### config.mk
export PLATFORM = sky130hd
export DESIGN_NAME = mem_host_arbiter
export DESIGN_NICKNAME = d
export VERILOG_FILES = /design/src/rtl/mem_host_arb_pkg.sv /design/src/rtl/arb_timeout_counter.sv /design/src/rtl/mem_host_arbiter.sv
export SDC_FILE = /design/constraint.sdc
export NUM_CORES = 1
export LEC_CHECK = 0
export BUFFER_PORTS_ARGS = -buffer_cell sky130_fd_sc_hd__clkbuf_2
export CAP_MARGIN = 20
export CORE_MARGIN = 5
export CORE_UTILIZATION = 38
export DETAILED_ROUTE_END_ITERATION = 8
export GPL_ROUTABILITY_DRIVEN = 0
export HOLD_SLACK_MARGIN = 0.12
export PLACE_DENSITY = 0.86
export SETUP_SLACK_MARGIN = 0.15
export SKIP_CTS_REPAIR_TIMING = 1
export SYNTH_ARGS = -nofsm -noshare
export SYNTH_HDL_FRONTEND = slang
export SYNTH_SLANG_ARGS = --single-unit
export TNS_END_PERCENT = 20
### constraint.sdc
create_clock -name clock -period 3 [get_ports clock]
set_input_delay 0.6 -clock clock [delete_from_list [all_inputs] [get_ports clock]]
set_output_delay 0.6 -clock clock [all_outputs]
set_load 0.05 [all_outputs]
### src/rtl/mem_host_arb_pkg.sv
// ============================================================================
//  Module   : mem_host_arb_pkg
//  Brief    : Shared types and constants for the processor/host memory arbiter.
//  Revision : 1.0
// ============================================================================
`default_nettype none

package mem_host_arb_pkg;

    typedef enum logic [2:0] {
        PROC      = 3'd0,
        HOST_IDLE = 3'd1,
        HOST_ACC  = 3'd2,
        HOST_ACK  = 3'd3,
        RESUME    = 3'd4,
        DRAIN     = 3'd5
    } arb_state_t;

    localparam int c_tmo_cnt_width = 16;

endpackage

`default_nettype wire

### src/rtl/arb_timeout_counter.sv
// ============================================================================
//  Module   : arb_timeout_counter
//  Brief    : Watchdog counting enabled cycles; expires on the LIMIT-th one.
//  Revision : 1.0
// ============================================================================
`default_nettype none

module arb_timeout_counter #(
    parameter int WIDTH = 16,
    parameter int LIMIT = 1024
) (
    input  logic clk,
    input  logic rst,
    input  logic i_enable,
    output logic o_expire
);

    localparam logic [WIDTH-1:0] c_last = WIDTH'(LIMIT - 1);
    localparam logic [WIDTH-1:0] c_one  = {{(WIDTH-1){1'b0}}, 1'b1};

    logic [WIDTH-1:0] r_count;

    assign o_expire = i_enable && (r_count == c_last);

    // Any gap in the enable restarts the count; expiry also restarts it.
    always_ff @(posedge clk) begin
        if (rst || !i_enable || o_expire) begin
            r_count <= '0;
        end else begin
            r_count <= r_count + c_one;
        end
    end

endmodule

`default_nettype wire

### src/rtl/mem_host_arbiter.sv
// ============================================================================
//  Module   : mem_host_arbiter
//  Brief    : Shares the data-memory port between processor and host while the
//             processor is parked on `wait`; sequences the resume pulse.
//             Optional host-request watchdog: define MEM_HOST_ARB_TIMEOUT_EN.
//  Revision : 1.0
// ============================================================================
`default_nettype none

module mem_host_arbiter #(
    parameter int ADDR_SIZE      = 18,
    parameter int WORD_SIZE      = 18,
    parameter int TIMEOUT_CYCLES = 1024
) (
    input  logic                 clock,
    input  logic                 reset,
    input  logic                 proc_memory_write_enable,
    input  logic [ADDR_SIZE-1:0] proc_memory_addr,
    input  logic [WORD_SIZE-1:0] proc_memory_in,
    input  logic                 wait_for_continue,
    output logic                 wait_continue_execution,
    output logic                 memory_write_enable,
    output logic [ADDR_SIZE-1:0] memory_addr,
    output logic [WORD_SIZE-1:0] memory_in,
    input  logic [WORD_SIZE-1:0] memory_out,
    input  logic                 host_req,
    input  logic                 host_we,
    input  logic [ADDR_SIZE-1:0] host_addr,
    input  logic [WORD_SIZE-1:0] host_wdata,
    input  logic                 host_resume,
    output logic                 host_ready,
    output logic                 host_ack,
    output logic [WORD_SIZE-1:0] host_rdata,
    output logic                 host_err
);

    import mem_host_arb_pkg::*;

    if (TIMEOUT_CYCLES < 1 || TIMEOUT_CYCLES > (1 << c_tmo_cnt_width) - 1) begin : g_bad_timeout
        $error("mem_host_arbiter: TIMEOUT_CYCLES out of range");
    end

    arb_state_t           r_state;
    arb_state_t           w_state_nxt;
    logic                 r_resume_pend;
    logic                 r_host_we;
    logic [WORD_SIZE-1:0] r_host_rdata;
    logic                 w_accept;
    logic                 w_host_owns;
    logic                 w_host_write;
    logic                 w_tmo_expire;

    assign w_accept     = (r_state == HOST_IDLE) && host_req;
    assign w_host_write = w_accept && host_we;
    assign w_host_owns  = (r_state == HOST_IDLE) || (r_state == HOST_ACC) ||
                          (r_state == HOST_ACK);

    always_comb begin
        w_state_nxt = r_state;
        case (r_state)
            PROC:      if (wait_for_continue) w_state_nxt = HOST_IDLE;
            HOST_IDLE: begin
                if (host_req) begin
                    w_state_nxt = HOST_ACC;
                end else if (r_resume_pend) begin
                    w_state_nxt = RESUME;
                end
            end
            HOST_ACC:  w_state_nxt = HOST_ACK;
            HOST_ACK:  w_state_nxt = HOST_IDLE;
            RESUME:    w_state_nxt = DRAIN;
            // Hold off until the processor has actually left `wait`.
            DRAIN:     if (!wait_for_continue) w_state_nxt = PROC;
            default:   w_state_nxt = PROC;
        endcase
    end

    always_ff @(posedge clock) begin
        if (reset) begin
            r_state       <= PROC;
            r_resume_pend <= 1'b0;
            r_host_we     <= 1'b0;
            r_host_rdata  <= '0;
        end else begin
            r_state <= w_state_nxt;
            if (r_state == RESUME) begin
                r_resume_pend <= 1'b0;
            end else if (host_resume && r_state != DRAIN) begin
                r_resume_pend <= 1'b1;
            end
            if (w_accept) begin
                r_host_we <= host_we;
            end
            // RAM read data arrives the cycle after the accepted address.
            if (r_state == HOST_ACC && !r_host_we) begin
                r_host_rdata <= memory_out;
            end
        end
    end

`ifdef MEM_HOST_ARB_TIMEOUT_EN
    logic w_tmo_enable;

    assign w_tmo_enable = !reset && host_req &&
                          (r_state == PROC || r_state == DRAIN || r_state == RESUME);

    arb_timeout_counter #(
        .WIDTH (c_tmo_cnt_width),
        .LIMIT (TIMEOUT_CYCLES)
    ) u_tmo (
        .clk      (clock),
        .rst      (reset),
        .i_enable (w_tmo_enable),
        .o_expire (w_tmo_expire)
    );
`else
    assign w_tmo_expire = 1'b0;
`endif

    // Outputs are forced quiet while reset is held.
    always_comb begin
        memory_write_enable = 1'b0;
        memory_addr         = '0;
        memory_in           = '0;
        if (!reset) begin
            if (w_host_owns) begin
                memory_write_enable = w_host_write;
                memory_addr         = w_accept ? host_addr : '0;
                memory_in           = w_host_write ? host_wdata : '0;
            end else begin
                memory_write_enable = proc_memory_write_enable;
                memory_addr         = proc_memory_addr;
                memory_in           = proc_memory_in;
            end
        end
    end

    assign wait_continue_execution = !reset && (r_state == RESUME);
    assign host_ready              = !reset && (r_state == HOST_IDLE);
    assign host_ack                = !reset && ((r_state == HOST_ACK) || w_tmo_expire);
    assign host_err                = !reset && w_tmo_expire;
    assign host_rdata              = reset ? '0 : r_host_rdata;

endmodule

`default_nettype wire

== Yosys cells after proc, flatten, opt, wreduce, memory -nomap -nowiden ==
Index checks and enable logic that the tools add are counted.
Word-level totals
  bits in registers: 23
  bits in latches: 0
  memory bits (writable): 0
  bits in read-only memories: 0
  bits of input ports: 97
  logic and storage cells: 41
  memories: 0
Cells by class
  $add $sub $neg: 0
  multipliers: 0
  divide/modulo/power cells: 0
  order comparisons: 0
  equality and inequality tests: 9
  shift-type cells: 0
  mux-type cells: 14
  bitwise logic cells: 0
  reduce and logical (&&, ||, !) cells: 14
Operators by type and width (number)
  $mux W18: 7
  $pmux W3 S6: 1
  $mux W3: 4
  $logic_and A1 B1 Y1: 7
  $eq A3 B2 Y1 const B: 2
  $eq A3 B3 Y1 const B: 2
  $ne A3 B3 Y1 const B: 2
  $ne A2 B2 Y1 const B: 2
  $eq A3 B1 Y1 const B: 1
  $logic_not A3 Y1: 1
  $reduce_and A3 Y1: 1
  $logic_not A1 Y1: 2
  $logic_or A1 B1 Y1: 2
  $mux W1: 2
  $reduce_or A2 Y1: 1

== Logic depth before layout (Yosys ltp) ==
  word-level depth: 6
  mapped depth: 6

== Worst setup path after synthesis ==
OpenSTA, ideal clock, no wires.
  path type: input port to output port
  start point: input port reset
  end point: output port memory_write_enable
  arrival: 2.167 ns
  data required time: 2.400 ns
  setup slack: 0.233 ns
  cell stages on the path: 3
  cells stage by stage: buf_2 > clkbuf_1 > a221oi_1
Between the ends
  cells in the longest elaborated chain, start to end: 1
RTL lines
  from (decl): RTL line mem_host_arbiter.sv:16  | input logic reset,
  $mux W1: RTL line mem_host_arbiter.sv:125  | if (!reset) begin
  to (decl): RTL line mem_host_arbiter.sv:22  | output logic memory_write_enable,
No other way between the ends.

== Worst setup path in the final report ==
  start point: register r_state[2]
  end point: output port memory_in[15]
Between the ends
  cells in the longest elaborated chain, start to end: 6
  elaborated cells on any way between the ends: 10
RTL lines
  from (decl): RTL line mem_host_arbiter.sv:43  | arb_state_t r_state;
  from (signal assigned): RTL line mem_host_arbiter.sv:85  | r_state <= w_state_nxt;
  $eq A3 B1 Y1: RTL line mem_host_arbiter.sv:53, mem_host_arbiter.sv:55
  $logic_and A1 B1 Y1: RTL line mem_host_arbiter.sv:53  | assign w_accept = (r_state == HOST_IDLE) && host_req;
  $logic_and A1 B1 Y1: RTL line mem_host_arbiter.sv:54  | assign w_host_write = w_accept && host_we;
  $mux W18: RTL line mem_host_arbiter.sv:129  | memory_in = w_host_write ? host_wdata : '0;
  $mux W18 *: RTL line mem_host_arbiter.sv:126  | if (w_host_owns) begin
  $mux W18 *: RTL line mem_host_arbiter.sv:125
  to (decl): RTL line mem_host_arbiter.sv:24  | output logic [WORD_SIZE-1:0] memory_in,
Mark *: on every way between the ends. The rest lies on a longest branch, timed or not.

==> impl_metrics.py <==
metrics = {
    "place": {
        "dp_cells": 374,
        "io_buffer_count": 154,
        "dpl.hpwl_mm": 4.537,
    },
    "power_and_ir_drop": {
        "total_power_mw": 1.261,
        "leakage_nw": 1.210,
        "power_density_nw_per_um2": 525.5,
        "ir_worst_vdd_mv": 0.3522,
    },
    "cells_and_area": {
        "drive_above_1_share": 0.5030,
        "area_growth_pct": 59.43,
        "n_antenna_cell": 0,
        "layout.cells.non_filler": 378,
        "nets": 428,
        "fin_util": 0.6410,
        "fillers": 321,
    },
    "worst_setup_path": {
        "reg2reg_slack_ns": 1.19,
        "crit_type": "register to output port",
        "max_stage_delay_ns": 0.71,
        "crit_path_top_delay_cell": "dfxtp_1",
        "path_buf_inv": 3,
        "path_max_fanout": 36,
        "r2r-start": "r_state[1]",
        "setup.worst_path.start": "r_state[2]",
        "ff2ff_path_depth": 3,
        "crit_end": "memory_in[15]",
        "crit_arrival_ns": 2.10,
        "path_delay_family": "buffers and inverters",
        "path_cells": "inv_2, a21oi_4, buf_4, a22o_1, clkbuf_2",
        "crit_cells": 5,
        "crit_path_start_kind": "register",
        "end_kind": "output port",
        "worst_r2r_endpoint": "r_host_rdata[13]",
        "worstPathRequired_ns": 2.40,
    },
    "routing": {
        "drc": 0,
        "drt_iter0_markers": 29,
        "wl_mm": 5.537,
        "drt-wirelength-per-cell_um": 14.65,
        "viasPerCell": 5.040,
        "vias": 1905,
        "ant_nets": 0,
        "drtPass1Iterations": 4,
    },
    "die": {
        "die-area_um2": 5320,
        "start_util": 0.4021,
        "boundaryPins": 156,
        "die_w_um": 72.94,
        "fp.coreArea_um2": 3744,
        "die_y_um": 72.94,
        "core.rowCount": 22,
    },
    "clock_network": {
        "clk_latency_ns": 0.25,
        "clock_path_buffers": 2,
        "cts.sinks": 23,
        "root_buffer": "clkbuf_8",
        "cts_inserted_buffers": 3,
        "cts_tree": "done",
        "path_clk_slew_ns": 0.07,
        "htreeDepth": 1,
    },
    "yosys": {
        "yosys.area.top_type": "dfxtp_1",
        "yosysMostFrequentCell": "nand2_1",
        "avgSynthCellArea_um2": 8.049,
        "synth_common_cells": "39 x nand2_1, 36 x a22o_1, 23 x dfxtp_1",
        "ys_ff_latch": 23,
        "async_reset_ff_frac": 0,
        "synth_top_area_frac": 0.3059,
        "synth_cells": 187,
        "synth_flop_cell": "dfxtp_1",
        "ys_types": 32,
        "seq_area_frac_synth": 0.3059,
        "yosys_warnings": 0,
        "netlist_area_um2": 1505,
        "synth-edff-count": 0,
        "synth_nets": 284,
        "yosys-top-cells-area": "dfxtp_1 31%, a22o_1 21%, nand2_1 9.7%",
    },
    "grt": {
        "grt_overflow_total": 0,
        "grt_antenna_before_repair": 0,
        "track_usage": 0.1914,
        "grt_pass1_wl_mm": 8.135,
        "grt_pass1_vias": 1793,
        "grt_max_degree": 43,
    },
    "sta": {
        "fin_skew_ns": 0.001393,
        "fin_crit_ns": 2.700,
        "finalCritPeriodShare": 0.8999,
        "tns_ns": 0,
        "fmaxAchievable_mhz": 370.4,
        "tightestPinTransition_ns": 0.9113,
        "setup_violations": 0,
        "hold_viol": 0,
        "relSlewSlack": 0.3899,
        "finalMaxSlewViolations": 0,
        "rsz0062_at_grt": "false",
    },
    "flow_run": {
        "drv_cap": 0,
    },
    "status": {
        "status": "completed",
    },
    "hold_path": {
        "min_path_type": "register to register",
        "holdPathStages": 2,
    },
}
worst min-delay path, delay by kind of cell (launching register included):
family             cells  cell delay [ns]
DFF                    1             0.31
AOI/OAI and AO/OA      1             0.05
and+or+nand+nor        1             0.05
logic make-up after synthesis:
| group | Yosys count | share of synthesized area |
|---|---|---|
| AOI/OAI and AO/OA | 63 | 0.3142 |
| other | 1 | 0.002491 |
| DFF | 23 | 0.3059 |
| and+or+nand+nor | 78 | 0.2793 |
| buffers and inverters | 21 | 0.09060 |
| muxes | 1 | 0.007481 |
metrics by stage:
stage | worst slack [ns] | cell area [um2] | hold WS [ns]
4_1_cts | 0.3133 | 2399 | 0.4527
3_5_place_dp | 0.4199 | 2354 | 0.4421
3_3_place_gp | 0.4911 | 2354 | 0.4371
6_report | 0.3002 | 2400 | 0.4503
2_1_floorplan | 0.2329 | 1505 | 0.4318
5_1_grt | 0.2025 | 2400 | 0.4701
power breakdown:
group / switching, mW / internal (mW)
sequential: 0.0324 / 0.329
combinational: 0.471 / 0.246
clock: 0.0879 / 0.0944
final cells by class:
class / instances / area (um2) / area share
inverters: 3 / 11.26 / 0.004692
clock buffers: 4 / 45.04 / 0.01877
well taps: 48 / 60.06 / 0.02503
repair buffers: 157 / 913.4 / 0.3806
flip-flops and latches: 23 / 460.4 / 0.1919
multi-input cells: 143 / 909.6 / 0.3790
routing by layer:
layer / vias up / GRT usage / share of wire
met2: 89 / 0.3527 / 0.49
met1: 853 / 0.2017 / 0.37
met4: 0 / 0.06967 / 0.028
li1: 949 / - / -
met5: - / 0 / 0
met3: 14 / 0.06061 / 0.11
flip-flops by register name (all words and copies together) (netlist names):
signal         cells
r_host_rdata      18
r_host_we          1
r_resume_pend      1
r_state            3
layout by cell type, fill, tap and decap left out, drive strengths merged:
| cell | synthesis | routed |
|---|---|---|
| clkbuf | 4 | 150 |
| nand2 | 39 | 39 |
| a22o | 36 | 36 |
| dfxtp | 23 | 23 |
| a21oi | 22 | 22 |
| nor2b | 18 | 18 |
| buf | 14 | 11 |
| nor2 | 4 | 4 |
| nor3 | 3 | 3 |
| nand2b | 3 | 3 |
| inv | 3 | 3 |
| o21ai | 2 | 2 |
| and3 | 2 | 2 |
| or2 | 1 | 1 |
| nor4 | 1 | 1 |
| or3b | 1 | 1 |
| and2 | 1 | 1 |
| nand4 | 1 | 1 |
| a221oi | 1 | 1 |
| nor4b | 1 | 1 |
| or4b | 1 | 1 |
| nor3b | 1 | 1 |
| a2111oi | 1 | 1 |
| mux2 | 1 | 1 |
| nor4bb | 1 | 1 |
| o311ai | 1 | 1 |
| conb | 1 | 1 |
worst min-delay path by stage:
stage,startpoint,endpoint,slack [ns]
global route,r_host_rdata[10],r_host_rdata[10],0.47
detailed placement,r_host_rdata[10],r_host_rdata[10],0.44
floorplan,r_host_rdata[0],r_host_rdata[0],0.43
CTS,r_host_rdata[10],r_host_rdata[10],0.45
global placement,r_host_rdata[1],r_host_rdata[1],0.44
finish,r_host_rdata[12],r_host_rdata[12],0.45
Note: power is estimated with default switching activity, not from simulation.
